==> config.mk <==
export PLATFORM = sky130hd
export DESIGN_NAME = apb_arb_master
export DESIGN_NICKNAME = d
export VERILOG_FILES = /design/src/rtl/apb_arb_pkg.sv /design/src/rtl/rr_arb2.sv /design/src/rtl/apb_arb_master.sv
export SDC_FILE = /design/constraint.sdc
export NUM_CORES = 1
export LEC_CHECK = 0
export BUFFER_PORTS_ARGS = -buffer_cell sky130_fd_sc_hd__buf_4
export CORE_ASPECT_RATIO = 1.4
export CORE_UTILIZATION = 45
export DETAILED_ROUTE_END_ITERATION = 7
export GPL_TIMING_DRIVEN = 0
export PLACE_DENSITY_LB_ADDON = 0.08
export RECOVER_POWER = 50
export SLEW_MARGIN = 15
export SYNTH_ARGS = -nofsm -noshare
export SYNTH_HDL_FRONTEND = slang
export SYNTH_SLANG_ARGS = --single-unit
==> constraint.sdc <==
create_clock -name PCLK -period 4.1 [get_ports PCLK]
set_input_delay 0.205 -clock PCLK [delete_from_list [all_inputs] [get_ports PCLK]]
set_output_delay 0.205 -clock PCLK [all_outputs]
set_load 0.02 [all_outputs]
==> src/rtl/apb_arb_pkg.sv <==
`default_nettype none
// ==========================================================================
// apb_arb_pkg : shared state encoding, defaults and helpers for apb_arb_master
// rev 1.0
// ==========================================================================
package apb_arb_pkg;

  typedef enum logic [1:0] {
    ST_IDLE   = 2'b00,
    ST_SETUP  = 2'b01,
    ST_ACCESS = 2'b10
  } apb_state_e;

  localparam int unsigned TIMEOUT_DEFAULT = 16;
  localparam int unsigned NUM_REQ         = 2;
  localparam int unsigned WORD_W          = 32;

  // Picks requester idx's word out of a packed {req1, req0} bus.
  function automatic logic [WORD_W-1:0] sel_word(
    input logic [NUM_REQ*WORD_W-1:0] vec,
    input logic                      idx
  );
    return idx ? vec[2*WORD_W-1:WORD_W] : vec[WORD_W-1:0];
  endfunction

endpackage
`default_nettype wire

==> src/rtl/rr_arb2.sv <==
`default_nettype none
// ==========================================================================
// rr_arb2 : two-way round-robin grant, one-hot output, favours the loser
// rev 1.0
// ==========================================================================
module rr_arb2 (
  input  logic [1:0] req_i,
  input  logic       last_grant_i,
  output logic [1:0] grant_o
);

  always_comb begin
    grant_o = 2'b00;
    case (req_i)
      2'b01:   grant_o = 2'b01;
      2'b10:   grant_o = 2'b10;
      2'b11:   grant_o = last_grant_i ? 2'b01 : 2'b10;
      default: grant_o = 2'b00;
    endcase
  end

endmodule
`default_nettype wire

==> src/rtl/apb_arb_master.sv <==
`default_nettype none
// ==========================================================================
// apb_arb_master : two-requester round-robin APB master with wait timeout
// rev 1.0
// ==========================================================================
module apb_arb_master
  import apb_arb_pkg::*;
#(
  parameter int unsigned TIMEOUT = TIMEOUT_DEFAULT
) (
  input  logic                      PCLK,
  input  logic                      PRESET,
  input  logic [NUM_REQ-1:0]        req_valid,
  input  logic [NUM_REQ-1:0]        req_write,
  input  logic [NUM_REQ*WORD_W-1:0] req_addr,
  input  logic [NUM_REQ*WORD_W-1:0] req_wdata,
  output logic [NUM_REQ-1:0]        req_ready,
  output logic                      rsp_valid,
  output logic                      rsp_id,
  output logic [WORD_W-1:0]         rsp_rdata,
  output logic                      rsp_err,
  output logic [WORD_W-1:0]         PADDR,
  output logic [WORD_W-1:0]         PWDATA,
  output logic                      PWRITE,
  output logic                      PSELx,
  output logic                      PENABLE,
  input  logic                      PREADY,
  input  logic [WORD_W-1:0]         PRDATA,
  input  logic                      PSLVERR
);

  localparam int unsigned CNT_W = $clog2(TIMEOUT + 1);

  apb_state_e          state_q;
  logic                last_q;
  logic                psel_q;
  logic                penable_q;
  logic                pwrite_q;
  logic [WORD_W-1:0]   paddr_q;
  logic [WORD_W-1:0]   pwdata_q;
  logic                rsp_valid_q;
  logic                rsp_id_q;
  logic                rsp_err_q;
  logic [WORD_W-1:0]   rsp_rdata_q;
  logic [CNT_W-1:0]    wait_cnt_q;

  logic [NUM_REQ-1:0]  arb_grant;
  logic                gnt_idx;
  logic [CNT_W-1:0]    wait_cnt_d;
  logic                timeout_hit;
  logic [WORD_W-1:0]   rdata_d;

  rr_arb2 u_rr_arb2 (
    .req_i        (req_valid),
    .last_grant_i (last_q),
    .grant_o      (arb_grant)
  );

  assign gnt_idx     = arb_grant[1];
  assign req_ready   = (state_q == ST_IDLE) ? arb_grant : 2'b00;
  assign wait_cnt_d  = wait_cnt_q + CNT_W'(1);
  // This cycle would be the TIMEOUT-th consecutive not-ready ACCESS cycle.
  assign timeout_hit = (wait_cnt_d == CNT_W'(TIMEOUT));
  assign rdata_d     = pwrite_q ? '0 : PRDATA;

  always_ff @(posedge PCLK or posedge PRESET) begin
    if (PRESET) begin
      state_q     <= ST_IDLE;
      last_q      <= 1'b1;
      psel_q      <= 1'b0;
      penable_q   <= 1'b0;
      pwrite_q    <= 1'b0;
      paddr_q     <= '0;
      pwdata_q    <= '0;
      rsp_valid_q <= 1'b0;
      rsp_id_q    <= 1'b0;
      rsp_err_q   <= 1'b0;
      rsp_rdata_q <= '0;
      wait_cnt_q  <= '0;
    end else begin
      rsp_valid_q <= 1'b0;
      case (state_q)
        ST_IDLE: begin
          if (|arb_grant) begin
            state_q  <= ST_SETUP;
            psel_q   <= 1'b1;
            last_q   <= gnt_idx;
            paddr_q  <= sel_word(req_addr, gnt_idx);
            pwdata_q <= sel_word(req_wdata, gnt_idx);
            pwrite_q <= gnt_idx ? req_write[1] : req_write[0];
          end
        end
        ST_SETUP: begin
          state_q    <= ST_ACCESS;
          penable_q  <= 1'b1;
          wait_cnt_q <= '0;
        end
        ST_ACCESS: begin
          if (PREADY) begin
            state_q     <= ST_IDLE;
            psel_q      <= 1'b0;
            penable_q   <= 1'b0;
            rsp_valid_q <= 1'b1;
            rsp_id_q    <= last_q;
            rsp_err_q   <= PSLVERR;
            rsp_rdata_q <= rdata_d;
          end else if (timeout_hit) begin
            state_q     <= ST_IDLE;
            psel_q      <= 1'b0;
            penable_q   <= 1'b0;
            rsp_valid_q <= 1'b1;
            rsp_id_q    <= last_q;
            rsp_err_q   <= 1'b1;
            rsp_rdata_q <= '0;
          end else begin
            wait_cnt_q <= wait_cnt_d;
          end
        end
        default: begin
          state_q   <= ST_IDLE;
          psel_q    <= 1'b0;
          penable_q <= 1'b0;
        end
      endcase
    end
  end

  assign PSELx     = psel_q;
  assign PENABLE   = penable_q;
  assign PWRITE    = pwrite_q;
  assign PADDR     = paddr_q;
  assign PWDATA    = pwdata_q;
  assign rsp_valid = rsp_valid_q;
  assign rsp_id    = rsp_id_q;
  assign rsp_err   = rsp_err_q;
  assign rsp_rdata = rsp_rdata_q;

endmodule
`default_nettype wire

==> results of run 1 <==
## worst max-delay path: cells and delay by family
kind / cells / cell delay (ps)
buffers and inverters: 3 / 2080
## where the power goes
group	switching, mW	internal [mW]	total [mW]
combinational	1.65	0.881	2.53
sequential	0.314	1.58	1.90
clock	0.385	0.492	0.878
## final cells by class
| class | count | area share |
|---|---|---|
| sequential | 110 | 0.377 |
| buffer | 36 | 0.0302 |
| clock inverter | 5 | 0.00788 |
| timing repair buffer | 273 | 0.231 |
| clock buffer | 11 | 0.0332 |
| tap | 141 | 0.0242 |
| multi-input combinational | 321 | 0.277 |
| inverter | 37 | 0.0192 |
## flip-flops by register name, indices dropped and copies added (netlist names)
| name | cells |
|---|---|
| PADDR | 32 |
| PENABLE | 1 |
| PSELx | 1 |
| PWDATA | 32 |
| PWRITE | 1 |
| last_q | 1 |
| rsp_err | 1 |
| rsp_id | 1 |
| rsp_rdata | 32 |
| rsp_valid | 1 |
| state_q | 2 |
| wait_cnt_q | 5 |
## per-layer routing
metal  vias up  share of wire
met3        22          0.062
met2       202           0.53
met4         0          0.024
met5         -              0
li1       2325              -
met1      2281           0.39
## logic make-up (layout without fill, tap and decap cells)
kind of cell               after synthesis  count (layout)  synth area share
AOI/OAI and AO/OA                      155             155             0.176
muxes                                   69              69             0.136
adders and majority gates                1               1           0.00243
buffers and inverters                   73             362            0.0699
and+or+nand+nor                         96              96            0.0806
DFF                                    110             110             0.536
## cell usage after synthesis
cell type	n	share of area
a21oi_1	72	0.070
a221oi_1	1	0.0017
nand2_2	1	0.0012
nand4_1	1	0.0012
nor3_1	1	0.00097
a2111oi_0	1	0.0017
inv_1	37	0.027
mux2_4	1	0.0029
mux2_2	1	0.0022
nor2b_1	6	0.0073
buf_4	5	0.0073
o21ai_1	32	0.031
buf_2	17	0.017
o31ai_1	1	0.0015
nand2_1	6	0.0044
and3_1	1	0.0012
a21o_4	1	0.0029
a21boi_1	1	0.0015
nor2_1	67	0.049
o21a_1	2	0.0029
a21oi_2	1	0.0017
a221o_1	1	0.0019
clkbuf_1	8	0.0058
and2_1	4	0.0049
dfstp_2	1	0.0051
nor2_2	1	0.0012
dfrtp_1	109	0.53
nor3b_1	1	0.0015
o22a_1	1	0.0017
mux2i_1	67	0.13
a22oi_1	32	0.047
a31oi_1	2	0.0024
o311ai_0	1	0.0017
buf_6	6	0.013
ha_1	1	0.0024
nand3b_1	1	0.0015
nand2b_1	2	0.0024
nand3_1	4	0.0039
o21ai_0	6	0.0058
## stage by stage
stage	power [mW]	setup TNS [ps]	area (um^2)	hold slack (ps)
6_report	5.31	0	7300	32.0
5_1_grt	5.67	0	7300	37.0
4_1_cts	5.75	0	7690	19.0
3_5_place_dp	4.86	0	7380	297
3_3_place_gp	4.78	-21850	7350	377
2_1_floorplan	3.59	0	5140	268
## worst min-delay path by stage
stage	to	slack (ps)	cells past startpoint
floorplan	last_q	270	1
global placement	last_q	380	2
detailed placement	rsp_rdata[1]	300	2
CTS	last_q	20	2
global route	last_q	40	2
finish	last_q	30	2
==> impl_metrics.tcl, run 1 <==
set metrics [dict create \
    yosysSeqAreaShare 0.536 \
    cts_hold_buf 1 \
    worstSetupStartpoint "PRESET" \
    drtAntennaViolNets 0 \
    skew_ps 8.65 \
    use_met3 0.0573 \
    tritoncts "done" \
    min_from "req_valid[0]" \
    cts_inserted_buffers 9 \
    vias_per_cell 5.17 \
    status "finished, violations left" \
    fp.dieH_um 128 \
    crit_required_ps 4170 \
    grt_pass1_vias 4910 \
    critPathArrivalTime_ps 2310 \
    grt_use_met1 0.289 \
    drive_gt1_frac 0.277 \
    worst_pin_slew_ps 2500 \
    endpoint_kind "asynchronous set/reset pin" \
    grt_max_degree 57 \
    gp_congestion 0.845 \
    crit_end "PWDATA[12]" \
    setup_viol 0 \
    synthesis.nets 673 \
    multi_input_area_mm2 0.00202 \
    worstReg2RegStart "state_q[0]" \
    synth_area_mm2 0.00514 \
    slowest_stage "clkinvlp_2" \
    violations "max-capacitance violations, max-slew violations" \
    clock-sinks 110 \
    rsz0062_at_grt "false" \
    timing_hold_violations_final 0 \
    p_per_area_mw_per_mm2 727 \
    syn_avg_cell_area_um2 10.2 \
    port_buffers 271 \
    rrSetupSlack_ps 2250 \
    syn2layout_area_growth_pct 42.1 \
    cts_resized 0 \
    irDropWorstVdd_mv 0.340 \
    drv_cap 1 \
    hp-class "in -> reg" \
    fin_util 0.665 \
    diodes 0 \
    cp_cell_sequence "dlygate4sd3_1 -> clkbuf_4 -> clkinvlp_2" \
    synth_cell_types 39 \
    synthCells 504 \
    coreArea_mm2 0.0110 \
    clk_path_buf_depth 2 \
    fin_crit_sh 0.546 \
    startpoint_type "input port" \
    ys_warn_count 0 \
    p_leak_nw 3.48 \
    top_usage_layer "met2" \
    grt_pass1_wl_um 23500 \
    regArea_mm2 0.00275 \
    totalWireLength_um 14800 \
    worst_r2r_endpoint "PWDATA[25]" \
    route.detailed.drc 0 \
    post_cts.repair.setup_buffers 0 \
    n_fill_cell 996 \
    cts_max_level 3 \
    relSlewSlack -0.677 \
    clkTransAtPathRegs_ps 70 \
    crit_type "in -> async" \
    drtIter0Drc 186 \
    grt.overflow.total 0 \
    via_count 4830 \
    final_common_cell "buf_4" \
    grt_usage 0.253 \
    die_x_um 92.3 \
    final_cells 934 \
    root_buffer "clkbuf_16" \
    rows 45 \
    pre_cts_ws_ps 2350 \
    max_freq_ghz 0.446 \
    io_pins 272 \
    synth-seq-cells 110 \
    final_period_minus_worst_setup_slack_ps 2240 \
    cp_slowest_stage_delay_ps 1420 \
    first_pass_iters 4 \
    final_cell_mix "buf_4 (173), clkbuf_1 (111), dfrtp_1 (109)" \
    reg2regPathDepth 7 \
    layout.nets 957 \
    dp_cells 917 \
    crit_fanout 56 \
    hpwl_um 11700 \
    die_area_mm2 0.0119 \
    met2_usage 0.459 \
    clock_latency_ps 350 \
    drv_slew 56 \
    initial_core_util 0.468 \
    worst_slack_ps 1860 \
    antenna_found_initial 0 \
    routedWlPerCell_um 15.8 \
]
Power figures use the tool's default switching activity.
==> run 2: changes to the inputs <==
clock period = 2.3 ns   (was 4.1 ns; I/O delays follow)
==> run 2 against run 1 <==
Net effect: the flow now finishes without violations; sequential cell count is the same; die area is the same; first-iteration DRC count shrank 33%; hold slack lost 25 ps; clock-buffer cell count grew 3; cell count grew 0.43%; power grew 77%; sequential power grew 78%; non-clock buffer count grew 5; largest cell class unchanged.
==> impl_metrics.tcl, run 2 (synthesis results as in run 1) <==
set metrics [dict create \
    p_per_area_mw_per_mm2 1280 \
    crit_type "in -> out" \
    routed.top_layer "met4" \
    crit_required_ps 2180 \
    port_buffers 271 \
    first_pass_iters 4 \
    worst_pin_slew_ps 994 \
    max_freq_ghz 0.490 \
    grt_pass1_vias 4872 \
    gp_congestion 0.874 \
    irDropWorstVdd_mv 0.601 \
    power_frac_seq 0.361 \
    hpwl_um 12100 \
    slowest_stage "dlygate4sd3_1" \
    skew_ps 4.66 \
    initial_core_util 0.468 \
    tritoncts "done" \
    pre_cts_ws_ps 536 \
    fin_crit_sh 0.888 \
    die_area_mm2 0.0119 \
    swShare 0.447 \
    final_area_mm2 0.00733 \
    drtAntennaViolNets 0 \
    route.met3.wl_um 1200 \
    final_period_minus_worst_setup_slack_ps 2040 \
    cp_cell_sequence "dlygate4sd3_1 -> buf_4 -> a21boi_1 -> buf_4 -> buf_4 -> and2_1 -> buf_4" \
    cts_inserted_buffers 9 \
    fin_setup_tns_ps 0 \
    post_cts.repair.setup_buffers 0 \
    root_buffer "clkbuf_16" \
    syn2layout_area_growth_pct 42.6 \
    via_count 4821 \
    grt_max_degree 37 \
    p_switching_mw 4.19 \
    drv_cap 0 \
    crit_fanout 10 \
    diodes 0 \
    rsz0062_at_grt "false" \
    timing_hold_violations_final 0 \
    io_pins 272 \
    clock_latency_ps 340 \
    endpoint_kind "output pin" \
    cts_max_level 3 \
    multi_input_area_mm2 0.00202 \
    wl_met2_um 8060 \
    setup_viol 0 \
    status "complete, no violations" \
    rows 45 \
    layout.nets 962 \
    clock-sinks 110 \
    drive_gt1_frac 0.275 \
    grt_usage 0.260 \
    relSlewSlack 0.333 \
    startpoint_type "input port" \
    critPathArrivalTime_ps 1930 \
    clk_path_buf_depth 2 \
    drtIter0Drc 124 \
    routedWlPerCell_um 16.3 \
    grt.overflow.total 0 \
    coreArea_mm2 0.0110 \
    clkPwrFrac 0.154 \
    regArea_mm2 0.00275 \
    p_int_mw 5.19 \
    totalWireLength_um 15300 \
    final_common_cell "buf_4" \
    cp_slowest_stage_delay_ps 550 \
    place_area_mm2 0.00742 \
    vias_per_cell 5.14 \
    n_fill_cell 992 \
    worst_slack_ps 257 \
    power_frac_comb 0.485 \
    clkTransAtPathRegs_ps 60 \
    grt_pass1_wl_um 23900 \
    hp-class "in -> reg" \
    fp.dieH_um 128 \
    final_cell_mix "buf_4 (173), clkbuf_1 (113), dfrtp_1 (109)" \
    met1_length_um 5630 \
    critPathMostFrequentCell "buf_4" \
    drv_slew 0 \
    antenna_found_initial 0 \
    route.detailed.drc 0 \
    p_leak_nw 3.49 \
    die_x_um 92.3 \
    p_total_mw 9.38 \
]
## run 2: cell type report
cell class	count	area share
Tap cell	141	0.0241
Buffer	36	0.0300
Clock buffer	14	0.0360
Timing Repair Buffer	278	0.238
Clock inverter	1	0.000683
Multi-Input combinational cell	321	0.276
Sequential cell	110	0.376
Inverter	37	0.0191
## run 2: power by group through the flow
stage	clock network (mW)	registers (mW)	logic, mW
after floorplan	0	4.37	2.03
final	1.45	3.39	4.55
after global placement	0	3.37	5.16
after global routing	1.55	3.50	4.97
after detailed placement	0	3.43	5.27
after CTS	1.48	3.40	5.29
## run 2: metal layers
metal | track usage | up-vias
met4 | 0.103 | 0
li1 | - | 2314
met5 | 0 | -
met2 | 0.471 | 211
met3 | 0.0768 | 31
met1 | 0.282 | 2265
## run 2: metrics by stage
step / hold slack, ps / instances / util
final: 7.07 / 938 / 0.668
after global placement: 287 / 916 / 0.670
after floorplan: 178 / 504 / -
after global routing: 9.42 / 938 / 0.668
after detailed placement: 178 / 919 / 0.676
after CTS: 0.292 / 938 / 0.704
## run 2: worst paths after layout
path	startpoint	to	slack, ps	depth (start not counted)
min in group asynchronous	PRESET	PWDATA[22]	520	3
worst min-delay path	PRDATA[3]	rsp_rdata[3]	7	3
worst max-delay path	req_valid[0]	req_ready[1]	260	7
worst max register to register	state_q[0]	PADDR[31]	480	7
max in group asynchronous	PRESET	rsp_rdata[12]	420	6
worst min register to register	PWDATA[8]	PWDATA[8]	530	2
## run 2: what timing repair did
action                    in CTS  in global routing
hold buffers                   4                  0
resized for setup              0                  0
hold endpoints to repair      23                  0
## run 2: critical path, delay by kind of cell
| kind | cells | cell delay, ps |
|---|---|---|
| and+or+nand+nor | 1 | 160 |
| buffers and inverters | 5 | 1360 |
| AOI/OAI and AO/OA | 1 | 280 |
